==> config.mk <==
export PLATFORM = sky130hd
export DESIGN_NAME = frame_reader_flat
export DESIGN_NICKNAME = d
export VERILOG_FILES = /design/src/rtl/frame_reader_pkg.sv /design/src/rtl/frame_reader_if.sv /design/src/rtl/frame_reader_pixel_fifo.sv /design/src/rtl/frame_reader.sv /design/src/flat_wrapper.sv
export SDC_FILE = /design/constraint.sdc
export NUM_CORES = 1
export LEC_CHECK = 0
export CORE_MARGIN = 3
export CORE_UTILIZATION = 51
export CTS_CLUSTER_SIZE = 28
export DETAILED_ROUTE_END_ITERATION = 10
export PLACE_DENSITY = 0.77
export RECOVER_POWER = 100
export SLEW_MARGIN = 20
export SYNTH_ARGS = -nofsm -noshare
export SYNTH_HDL_FRONTEND = slang
export SYNTH_SLANG_ARGS = --single-unit
==> constraint.sdc <==
create_clock -name clk -period 4.5 [get_ports clk]
set_input_delay 0.45 -clock clk [delete_from_list [all_inputs] [get_ports clk]]
set_output_delay 0.45 -clock clk [all_outputs]
set_load 0.05 [all_outputs]
==> src/rtl/frame_reader_pkg.sv <==
// Shared widths, default frame geometry and FSM encoding for the frame reader.
package frame_reader_pkg;

    localparam int PIXEL_W      = 18;
    localparam int ADDR_W       = 19;
    localparam int X_W          = 10;
    localparam int Y_W          = 9;
    localparam int H_PIXELS_DEF = 640;
    localparam int V_PIXELS_DEF = 480;

    typedef enum logic [1:0] {
        IDLE        = 2'd0,
        FRAME_START = 2'd1,
        STREAM      = 2'd2,
        DRAIN       = 2'd3
    } state_t;

    function automatic logic [ADDR_W-1:0] last_addr(input int unsigned h, input int unsigned v);
        return ADDR_W'(h * v - 1);
    endfunction

endpackage

==> src/rtl/frame_reader_if.sv <==
// Memory read port plus pixel stream of the frame reader; master is the reader itself.
interface frame_reader_if;
    import frame_reader_pkg::*;

    logic               start;
    logic [ADDR_W-1:0]  mem_addr;
    logic               mem_re;
    logic [PIXEL_W-1:0] mem_data;
    logic               frame_flag;
    logic [PIXEL_W-1:0] pixel;
    logic               pixel_flag;
    logic [X_W-1:0]     pixel_x;
    logic [Y_W-1:0]     pixel_y;
    logic               pixel_ready;
    logic               busy;

    modport master (
        input  start, mem_data, pixel_ready,
        output mem_addr, mem_re, frame_flag, pixel, pixel_flag, pixel_x, pixel_y, busy
    );

    modport slave (
        output start, mem_data, pixel_ready,
        input  mem_addr, mem_re, frame_flag, pixel, pixel_flag, pixel_x, pixel_y, busy
    );

endinterface

==> src/rtl/frame_reader_pixel_fifo.sv <==
// First-word-fall-through output buffer; DEPTH must be a power of two (>= 2).
module pixel_fifo #(
    parameter int unsigned DEPTH = 4,
    parameter int unsigned W     = 18
) (
    input  logic                     clk,
    input  logic                     rst,
    input  logic                     push_i,
    input  logic [W-1:0]             data_i,
    input  logic                     pop_i,
    output logic [W-1:0]             data_o,
    output logic                     empty_o,
    output logic [$clog2(DEPTH):0]   count_o
);
    localparam int unsigned PTR_W = $clog2(DEPTH);

    logic [W-1:0]     mem_q [DEPTH];
    logic [PTR_W-1:0] wr_ptr_q;
    logic [PTR_W-1:0] rd_ptr_q;
    logic [PTR_W:0]   count_q;

    always_ff @(posedge clk or posedge rst) begin
        if (rst) begin
            for (int i = 0; i < int'(DEPTH); i++) begin
                mem_q[i] <= '0;
            end
            wr_ptr_q <= '0;
            rd_ptr_q <= '0;
            count_q  <= '0;
        end else begin
            if (push_i) begin
                mem_q[wr_ptr_q] <= data_i;
                wr_ptr_q        <= wr_ptr_q + PTR_W'(1);
            end
            if (pop_i) begin
                rd_ptr_q <= rd_ptr_q + PTR_W'(1);
            end
            count_q <= count_q + (PTR_W+1)'(push_i) - (PTR_W+1)'(pop_i);
        end
    end

    assign data_o  = mem_q[rd_ptr_q];
    assign empty_o = (count_q == '0);
    assign count_o = count_q;

endmodule

==> src/rtl/frame_reader.sv <==
// Streams one frame from a fixed-latency memory into a credit-limited FWFT pixel buffer.
// States: IDLE wait start | FRAME_START flag, clear | STREAM issue reads | DRAIN empty pipe
module frame_reader
    import frame_reader_pkg::*;
#(
    parameter int unsigned H_PIXELS   = H_PIXELS_DEF,
    parameter int unsigned V_PIXELS   = V_PIXELS_DEF,
    parameter int unsigned RD_LAT     = 2,
    parameter int unsigned FIFO_DEPTH = 4
) (
    input  logic           clk,
    input  logic           reset,
    frame_reader_if.master bus
);
    localparam int unsigned OCC_W = $clog2(FIFO_DEPTH) + 1;
    localparam int unsigned CR_W  = $clog2(FIFO_DEPTH + RD_LAT + 2) + 1;
    localparam logic [ADDR_W-1:0] ADDR_LAST = last_addr(H_PIXELS, V_PIXELS);
    localparam logic [X_W-1:0]    X_LAST    = X_W'(H_PIXELS - 1);
    localparam logic [Y_W-1:0]    Y_LAST    = Y_W'(V_PIXELS - 1);

    state_t             state_q;
    logic [ADDR_W-1:0]  rd_addr_q;
    logic [ADDR_W-1:0]  mem_addr_q;
    logic [ADDR_W-1:0]  issue_addr_d;
    logic               mem_re_q;
    logic               frame_flag_q;
    logic               busy_q;
    logic               issue_d;
    logic [RD_LAT-1:0]  inflight_q;
    logic [X_W-1:0]     x_q;
    logic [Y_W-1:0]     y_q;
    logic [CR_W-1:0]    credit_d;
    logic               push;
    logic               pop;
    logic               fifo_empty;
    logic [OCC_W-1:0]   occ;
    logic [PIXEL_W-1:0] fifo_head;

    assign push = inflight_q[RD_LAT-1];
    assign pop  = ~fifo_empty & bus.pixel_ready;

    // Credit in use once this cycle's pop retires: buffered + being issued + in the latency pipe.
    always_comb begin
        credit_d = CR_W'(occ) + CR_W'(mem_re_q);
        for (int i = 0; i < int'(RD_LAT); i++) begin
            credit_d = credit_d + CR_W'(inflight_q[i]);
        end
        credit_d = credit_d - CR_W'(pop);
    end

    assign issue_addr_d = (state_q == FRAME_START) ? '0 : rd_addr_q;
    assign issue_d      = ((state_q == FRAME_START) || (state_q == STREAM)) &&
                          (credit_d < CR_W'(FIFO_DEPTH));

    always_ff @(posedge clk or posedge reset) begin
        if (reset) begin
            state_q      <= IDLE;
            rd_addr_q    <= '0;
            mem_addr_q   <= '0;
            mem_re_q     <= 1'b0;
            frame_flag_q <= 1'b0;
            busy_q       <= 1'b0;
            inflight_q   <= '0;
            x_q          <= '0;
            y_q          <= '0;
        end else begin
            mem_re_q      <= issue_d;
            frame_flag_q  <= 1'b0;
            inflight_q[0] <= mem_re_q;
            for (int i = 1; i < int'(RD_LAT); i++) begin
                inflight_q[i] <= inflight_q[i-1];
            end

            if (issue_d) begin
                mem_addr_q <= issue_addr_d;
                rd_addr_q  <= issue_addr_d + ADDR_W'(1);
            end

            if (pop) begin
                if (x_q == X_LAST) begin
                    x_q <= '0;
                    y_q <= (y_q == Y_LAST) ? '0 : y_q + Y_W'(1);
                end else begin
                    x_q <= x_q + X_W'(1);
                end
            end

            unique case (state_q)
                IDLE: begin
                    if (bus.start) begin
                        state_q      <= FRAME_START;
                        frame_flag_q <= 1'b1;
                        busy_q       <= 1'b1;
                    end
                end
                FRAME_START, STREAM: begin
                    if (state_q == FRAME_START) begin
                        x_q <= '0;
                        y_q <= '0;
                    end
                    state_q <= (issue_d && (issue_addr_d == ADDR_LAST)) ? DRAIN : STREAM;
                end
                DRAIN: begin
                    if (credit_d == '0) begin
                        state_q <= IDLE;
                        busy_q  <= 1'b0;
                    end
                end
                default: state_q <= IDLE;
            endcase
        end
    end

    pixel_fifo #(
        .DEPTH (FIFO_DEPTH),
        .W     (PIXEL_W)
    ) u_fifo (
        .clk     (clk),
        .rst     (reset),
        .push_i  (push),
        .data_i  (bus.mem_data),
        .pop_i   (pop),
        .data_o  (fifo_head),
        .empty_o (fifo_empty),
        .count_o (occ)
    );

    assign bus.mem_addr   = mem_addr_q;
    assign bus.mem_re     = mem_re_q;
    assign bus.frame_flag = frame_flag_q;
    assign bus.busy       = busy_q;
    assign bus.pixel      = fifo_head;
    assign bus.pixel_flag = ~fifo_empty;
    assign bus.pixel_x    = x_q;
    assign bus.pixel_y    = y_q;

endmodule

==> src/flat_wrapper.sv <==
// flat-port wrapper written by rule: the top's interface ports become plain ports
module frame_reader_flat import frame_reader_pkg::*;
#(
    parameter int unsigned H_PIXELS   = H_PIXELS_DEF,
    parameter int unsigned V_PIXELS   = V_PIXELS_DEF,
    parameter int unsigned RD_LAT     = 2,
    parameter int unsigned FIFO_DEPTH = 4
)
  (clk, reset, bus_start, bus_mem_data, bus_pixel_ready, bus_mem_addr, bus_mem_re, bus_frame_flag, bus_pixel, bus_pixel_flag, bus_pixel_x, bus_pixel_y, bus_busy);
  frame_reader_if bus_i ();
  input  logic clk;
  input  logic reset;
  input wire logic [$bits(bus_i.start)-1:0] bus_start;
  input wire logic [$bits(bus_i.mem_data)-1:0] bus_mem_data;
  input wire logic [$bits(bus_i.pixel_ready)-1:0] bus_pixel_ready;
  output wire logic [$bits(bus_i.mem_addr)-1:0] bus_mem_addr;
  output wire logic [$bits(bus_i.mem_re)-1:0] bus_mem_re;
  output wire logic [$bits(bus_i.frame_flag)-1:0] bus_frame_flag;
  output wire logic [$bits(bus_i.pixel)-1:0] bus_pixel;
  output wire logic [$bits(bus_i.pixel_flag)-1:0] bus_pixel_flag;
  output wire logic [$bits(bus_i.pixel_x)-1:0] bus_pixel_x;
  output wire logic [$bits(bus_i.pixel_y)-1:0] bus_pixel_y;
  output wire logic [$bits(bus_i.busy)-1:0] bus_busy;
  assign bus_i.start = bus_start;
  assign bus_i.mem_data = bus_mem_data;
  assign bus_i.pixel_ready = bus_pixel_ready;
  assign bus_mem_addr = bus_i.mem_addr;
  assign bus_mem_re = bus_i.mem_re;
  assign bus_frame_flag = bus_i.frame_flag;
  assign bus_pixel = bus_i.pixel;
  assign bus_pixel_flag = bus_i.pixel_flag;
  assign bus_pixel_x = bus_i.pixel_x;
  assign bus_pixel_y = bus_i.pixel_y;
  assign bus_busy = bus_i.busy;
  frame_reader #(.H_PIXELS(H_PIXELS), .V_PIXELS(V_PIXELS), .RD_LAT(RD_LAT), .FIFO_DEPTH(FIFO_DEPTH)) u_core (.clk(clk), .reset(reset), .bus(bus_i));
endmodule
---- Word level (Yosys, flattened, before mapping) ----
Cells that the tools add are included.
word-level totals
  input bits .............................. 22
  logic and storage cells ................. 79
  bits in registers ....................... 143
  output and inout bits ................... 60
operators by class
  bitwise operators ....................... 4
  mux-type cells .......................... 25
  eq/ne operators ......................... 8
  reductions and logical operators ........ 11
  add/subtract/negate cells ............... 11
  order comparisons ....................... 4
operators with widths
  cell                                                         number
  bitwise mux 72 bit                                           1
  2-to-1 mux 18 bit                                            3
  2-to-1 mux 9 bit                                             5
  2-to-1 mux 10 bit                                            4
  binary-select mux 18 bit (select 2 bit)                      1
  demux 18 bit (select 2 bit)                                  1
  adder 19 x 1 -> 19 bit (second input constant)               1
  == test 19 bit (second input constant)                       1
  2-to-1 mux 19 bit                                            1
  adder 10 x 1 -> 10 bit (second input constant)               1
  == test 10 bit (second input constant)                       1
  adder 9 x 1 -> 9 bit (second input constant)                 1
  == test 9 bit (second input constant)                        1
  adder 4 x 1 -> 4 bit                                         2
  greater-or-equal comparator 3 bit (second input constant)    2
  inverter 2 -> 3 bit                                          2
  one-hot mux 2 bit (3 select lines)                           1
  2-to-1 mux 1 bit                                             5
  adder 2 x 1 -> 2 bit (second input constant)                 2
  adder 3 x 1 -> 4 bit                                         1
  == test 2 bit (second input constant)                        2
  logical NOT 4 bit                                            1
  less-than comparator 4 x 3 -> 1 bit (second input constant)  1
  2-to-1 mux 2 bit                                             2
  other kinds (18)                                             20

---- Depth between registers and ports, before layout ----
  depth in word-level cells ............... 9
  mapped depth ............................ 14
  gate-level depth less buffers ........... 12

---- Hierarchy ----
A second synthesis with hierarchy kept.
second synthesis, totals
  cell total of the unflattened synthesis .. 554
  area, all modules ....................... 7108.1 um2
modules (own cells, without submodules)
  module        instances  area an instance (um2)  seq. area each (um2)  cells each
  pixel_fifo    1          3724.8                  1976.9                205
  frame_reader  1          3383.2                  1601.5                349

---- Least setup slack after synthesis ----
Ideal clock, no wire load.
  path type ............................... reg2reg
  from .................................... register u_core.u_fifo.count_q[1] (netlist: u_core.u_fifo.count_o[1])
  to ...................................... register u_core.mem_addr_q[0] (netlist: u_core.bus.mem_addr[0])
  arrival ................................. 3.945 ns
  library setup time ...................... 0.125 ns
  data required time ...................... 4.375 ns
  setup slack ............................. 0.431 ns
  path buffers ............................ 1
  clock period less this slack ............ 4.069 ns
  stages on the path, launching flop included .. 13
  path through ............................ dfrtp_1 > o31ai_1 > inv_1 > ha_1 > fa_1 > inv_1 > ha_1 > fa_1 > xnor2_1 > a31o_2 > o21ai_0 > buf_2 > mux2_2
on the way
  word-level cells in the longest chain between the ends .. 6
  elaborated cells on any way between the ends .. 9
  classes of those cells .................. add/sub (4); order compare (1); bitwise (2); reduce/logical (2)
RTL lines
  item                                                              line                                               text
  from (decl)                                                       frame_reader_pixel_fifo.sv:20                      logic [PTR_W:0] count_q;
  from (signal assigned)                                            frame_reader_pixel_fifo.sv:38                      count_q <= count_q + (PTR_W+1)'(push_i) - (PTR_W+1)'(pop_i);
  adder 3 x 1 -> 4 bit / logical NOT 3 bit (equally long branches)  frame_reader.sv:44, frame_reader_pixel_fifo.sv:43
  adder 4 x 1 -> 4 bit / inverter 1 bit (equally long branches)     frame_reader.sv:46, frame_reader.sv:40
  adder 4 x 1 -> 4 bit / bitwise AND 1 bit (equally long branches)  frame_reader.sv:46, frame_reader.sv:40
  subtractor 4 x 1 -> 4 bit (*)                                     frame_reader.sv:48                                 credit_d = credit_d - CR_W'(pop);
  less-than comparator 4 x 3 -> 1 bit (*)                           frame_reader.sv:53                                 (credit_d < CR_W'(FIFO_DEPTH));
  logical AND 1 bit (*)                                             frame_reader.sv:52                                 assign issue_d = ((state_q == FRAME_START) || (state_q == STREAM)) &&
  to (signal assigned)                                              frame_reader.sv:75                                 mem_addr_q <= issue_addr_d;
  to (decl)                                                         frame_reader.sv:23                                 logic [ADDR_W-1:0] mem_addr_q;
Every way passes the cells marked *; elsewhere a longest branch is shown, timed or not.
A chain may end at the register's enable or synchronous reset.

---- Worst setup path after layout ----
  from .................................... register u_core.u_fifo.count_q[1] (netlist: u_core.u_fifo.count_o[1])
  to ...................................... register u_core.rd_addr_q[16]
on the way
  word-level cells in the longest chain between the ends .. 6
  elaborated cells on any way between the ends .. 9
  classes of those cells .................. add/sub (4); order compare (1); bitwise (2); reduce/logical (2)
RTL lines
  item                                                              line                                               text
  adder 3 x 1 -> 4 bit / logical NOT 3 bit (equally long branches)  frame_reader.sv:44, frame_reader_pixel_fifo.sv:43
  adder 4 x 1 -> 4 bit / inverter 1 bit (equally long branches)     frame_reader.sv:46, frame_reader.sv:40
  adder 4 x 1 -> 4 bit / bitwise AND 1 bit (equally long branches)  frame_reader.sv:46, frame_reader.sv:40
  subtractor 4 x 1 -> 4 bit (*)                                     frame_reader.sv:48
  less-than comparator 4 x 3 -> 1 bit (*)                           frame_reader.sv:53
  logical AND 1 bit (*)                                             frame_reader.sv:52
  to (signal assigned)                                              frame_reader.sv:76                                 rd_addr_q <= issue_addr_d + ADDR_W'(1);
  to (decl)                                                         frame_reader.sv:22                                 logic [ADDR_W-1:0] rd_addr_q;
Marked as above.

==> impl_metrics.tcl <==
set metrics [dict create \
    r2r.worst_path.cells 13 \
    yosysWarnings 0 \
    fin_setup_tns_ns 0 \
    hold_depth 0 \
    synthTopCellsByCount "dfrtp_1, mux2_2, nand2_1, o21ai_0, nor2_1" \
    grt_max_degree 65 \
    antenna_found_initial 0 \
    cpMaxStageDelayCell "fa_1" \
    hold_viol 0 \
    htree_num_levels 4 \
    postRouteAntennaNets 0 \
    numCtsBuffers 17 \
    period_needed_ns 3.94 \
    coreArea_um2 12800 \
    reg2reg_to "u_core.rd_addr_q[16]$_DFFE_PP0P_" \
    initialDrtViolationCount 259 \
    clkSinkCount 143 \
    r2r_slack_ns 0.56 \
    ys.flop_type "dfrtp_1" \
    utilization 0.656 \
    start_util 0.529 \
    slew_viol_final 65 \
    p_total_mw 6.90 \
    insertedDiodeCount 0 \
    fin_hold_ws_ns 0.382 \
    top_level_ports 82 \
    grtUsageTotal 0.199 \
    nets 678 \
    pre_cts_ws_ns 0.375 \
    fmax_mhz 254 \
    drt_pass1_iterations 4 \
    worstSkewPairLatency_ns 0.42 \
    holdBufCountCts 0 \
    violations "max-capacitance violations, max-slew violations" \
    grt_pass1_wl_mm 23.0 \
    fp.dieH_um 121 \
    required_ns 4.80 \
    hold_end "u_core.inflight_q[1]$_DFF_PP0_" \
    routed_wl_mm 13.8 \
    criticalPathCategory "flip-flop to flip-flop" \
    path_clk_slew_ns 0.06 \
    rows 41 \
    maxCapViolCount 1 \
    arrival_ns 4.24 \
    dieArea_um2 14700 \
    cts_setup_buffers 0 \
    cts_tree "done" \
    crit_fanout 17 \
    overflow 0 \
    synth-seq-cells 143 \
    vias 4574 \
    r2r-start "u_core.u_fifo.count_o[1]$_DFF_PP0_" \
    slew_headroom -0.821 \
    ir_worst_vdd_mv 0.539 \
    min_path_type "flip-flop to flip-flop" \
    post-synth-top-count-cell "dfrtp_1" \
    cts_resized 0 \
    syn_nets 592 \
    grt_pass1_vias 4693 \
    synthCells 549 \
    crit_path_cell_trace "o31ai_1 > inv_1 > ha_1 > fa_1 > inv_1 > ha_1 > fa_1 > xnor2_1 > a31o_2 > o21ai_4 > clkbuf_1 > o21ai_0 > o41ai_1" \
    rsz0062_at_grt "no" \
    wire_per_inst_um 16.8 \
    status "complete, but fails checks" \
    synth_area_leaders "dfrtp_1, mux2_2, mux4_2" \
    syn_avg_cell_area_um2 12.4 \
    critPathBufInv 3 \
    cpPeakStageDelay_ns 0.50 \
    synth_cell_types 51 \
    critPathLaunchType "flip-flop" \
    clockRootBuffer "clkbuf_16" \
    via_per_inst 5.58 \
    syn_area_um2 6790 \
    setup_ws_ns 0.556 \
    synth_area_leader_cell "dfrtp_1" \
    synth-edff-count 0 \
    finalClockSkew_ns 0.00528 \
    ys_seq_area_frac 0.527 \
    path_delay_family "adder cells" \
    clockBufferDepth 2 \
    p_leak_nw 3.68 \
    worst_slew_pin_slew_ns 2.72 \
    power_density_nw_per_um2 821 \
    setup_viol 0 \
    hp-start "u_core.inflight_q[0]$_DFF_PP0_" \
    yosysTopAreaCellShare 0.527 \
    drc 0 \
    io_buffers 81 \
    syn_to_final_growth_pct 23.9 \
    drive_above_1_share 0.215 \
    hpwl_mm 9.32 \
    final.period_utilization 0.876 \
    ys_async_sr_fraction 1.00 \
    gp_congestion 0.786 \
    end_kind "flip-flop" \
    die_x_um 121 \
]
-- metal layers --
| metal | GRT usage | vias to the layer above | wire length, um |
|---|---|---|---|
| met5 | 0 | - | 0 |
| met4 | 0.0539 | 0 | 121 |
| met3 | 0.0569 | 11 | 594 |
| met2 | 0.334 | 86 | 7110 |
| met1 | 0.253 | 2316 | 5930 |
| li1 | - | 2161 | - |
-- flip-flops by register name, indices dropped and copies added, names as in the netlist --
| name | flops |
|---|---|
| u_core.inflight_q | 2 |
| u_core.bus.busy | 1 |
| u_core.bus.frame_flag | 1 |
| u_core.bus.pixel_x | 10 |
| u_core.u_fifo.count_o | 3 |
| u_core.u_fifo.wr_ptr_q | 2 |
| u_core.u_fifo.mem_q | 72 |
| u_core.state_q | 2 |
| u_core.u_fifo.rd_ptr_q | 2 |
| u_core.bus.mem_re | 1 |
| u_core.rd_addr_q | 19 |
| u_core.bus.pixel_y | 9 |
| u_core.bus.mem_addr | 19 |
-- cells in the final DEF, fill, tap and decap left out, types with 8 or more instances in the layout --
cell,Yosys,routed
nor2_1,24,24
clkbuf_1,19,8
clkdlybuf4s50_1,0,21
nand3_1,14,14
mux4_2,18,18
o21ai_0,38,37
dlygate4sd3_1,0,60
xnor2_1,8,8
ha_1,18,18
a21oi_1,8,8
nand2_1,43,43
o31ai_1,12,12
clkbuf_16,0,17
xor2_1,10,10
mux2_2,78,78
dfrtp_1,143,143
nand2b_1,17,17
inv_1,21,20
-- how the worst max path moves through the flow --
stage,slack (ns),startpoint,to,cells past startpoint
after global routing,0.21,u_core.u_fifo.count_o[1]$_DFF_PP0_,u_core.rd_addr_q[16]$_DFFE_PP0P_,13
after global placement,0.44,bus_pixel_ready,u_core.bus.mem_addr[15]$_DFFE_PP0P_,12
final,0.56,u_core.u_fifo.count_o[1]$_DFF_PP0_,u_core.rd_addr_q[16]$_DFFE_PP0P_,13
after floorplan,0.21,reset,u_core.bus.busy$_DFFE_PP0P_,1
after CTS,0.63,u_core.u_fifo.count_o[1]$_DFF_PP0_,u_core.rd_addr_q[16]$_DFFE_PP0P_,13
after detailed placement,0.38,bus_pixel_ready,u_core.rd_addr_q[16]$_DFFE_PP0P_,14
-- metrics by stage --
stage | cells | cell area (um2)
after global placement | 788 | 7820
after detailed placement | 788 | 7820
after CTS | 819 | 8440
final | 819 | 8410
after floorplan | 549 | 6790
after global routing | 819 | 8410
-- kinds of logic after synthesis --
group,count (synthesis),share of synthesized area
mux,98,0.192
simple gates,143,0.113
compound gates,82,0.0780
xor+xnor,18,0.0232
fa+ha+maj,21,0.0420
buf+inv,44,0.0251
flops,143,0.527
-- power by group --
group | total [mW] | internal [mW] | switching, mW
sequential | 2.13 | 1.77 | 0.362
clock | 1.46 | 0.956 | 0.499
combinational | 3.32 | 1.37 | 1.95
-- cell type report --
type                            count  area (um2)
Timing Repair Buffer               90         867
Clock inverter                      5         100
Inverter                           21        80.1
Multi-Input combinational cell    362        3050
Tap cell                          172         215
Sequential cell                   143        3580
Fill cell                         952        4410
Clock buffer                       26         519
Note: power is estimated with default switching activity, not from simulation.
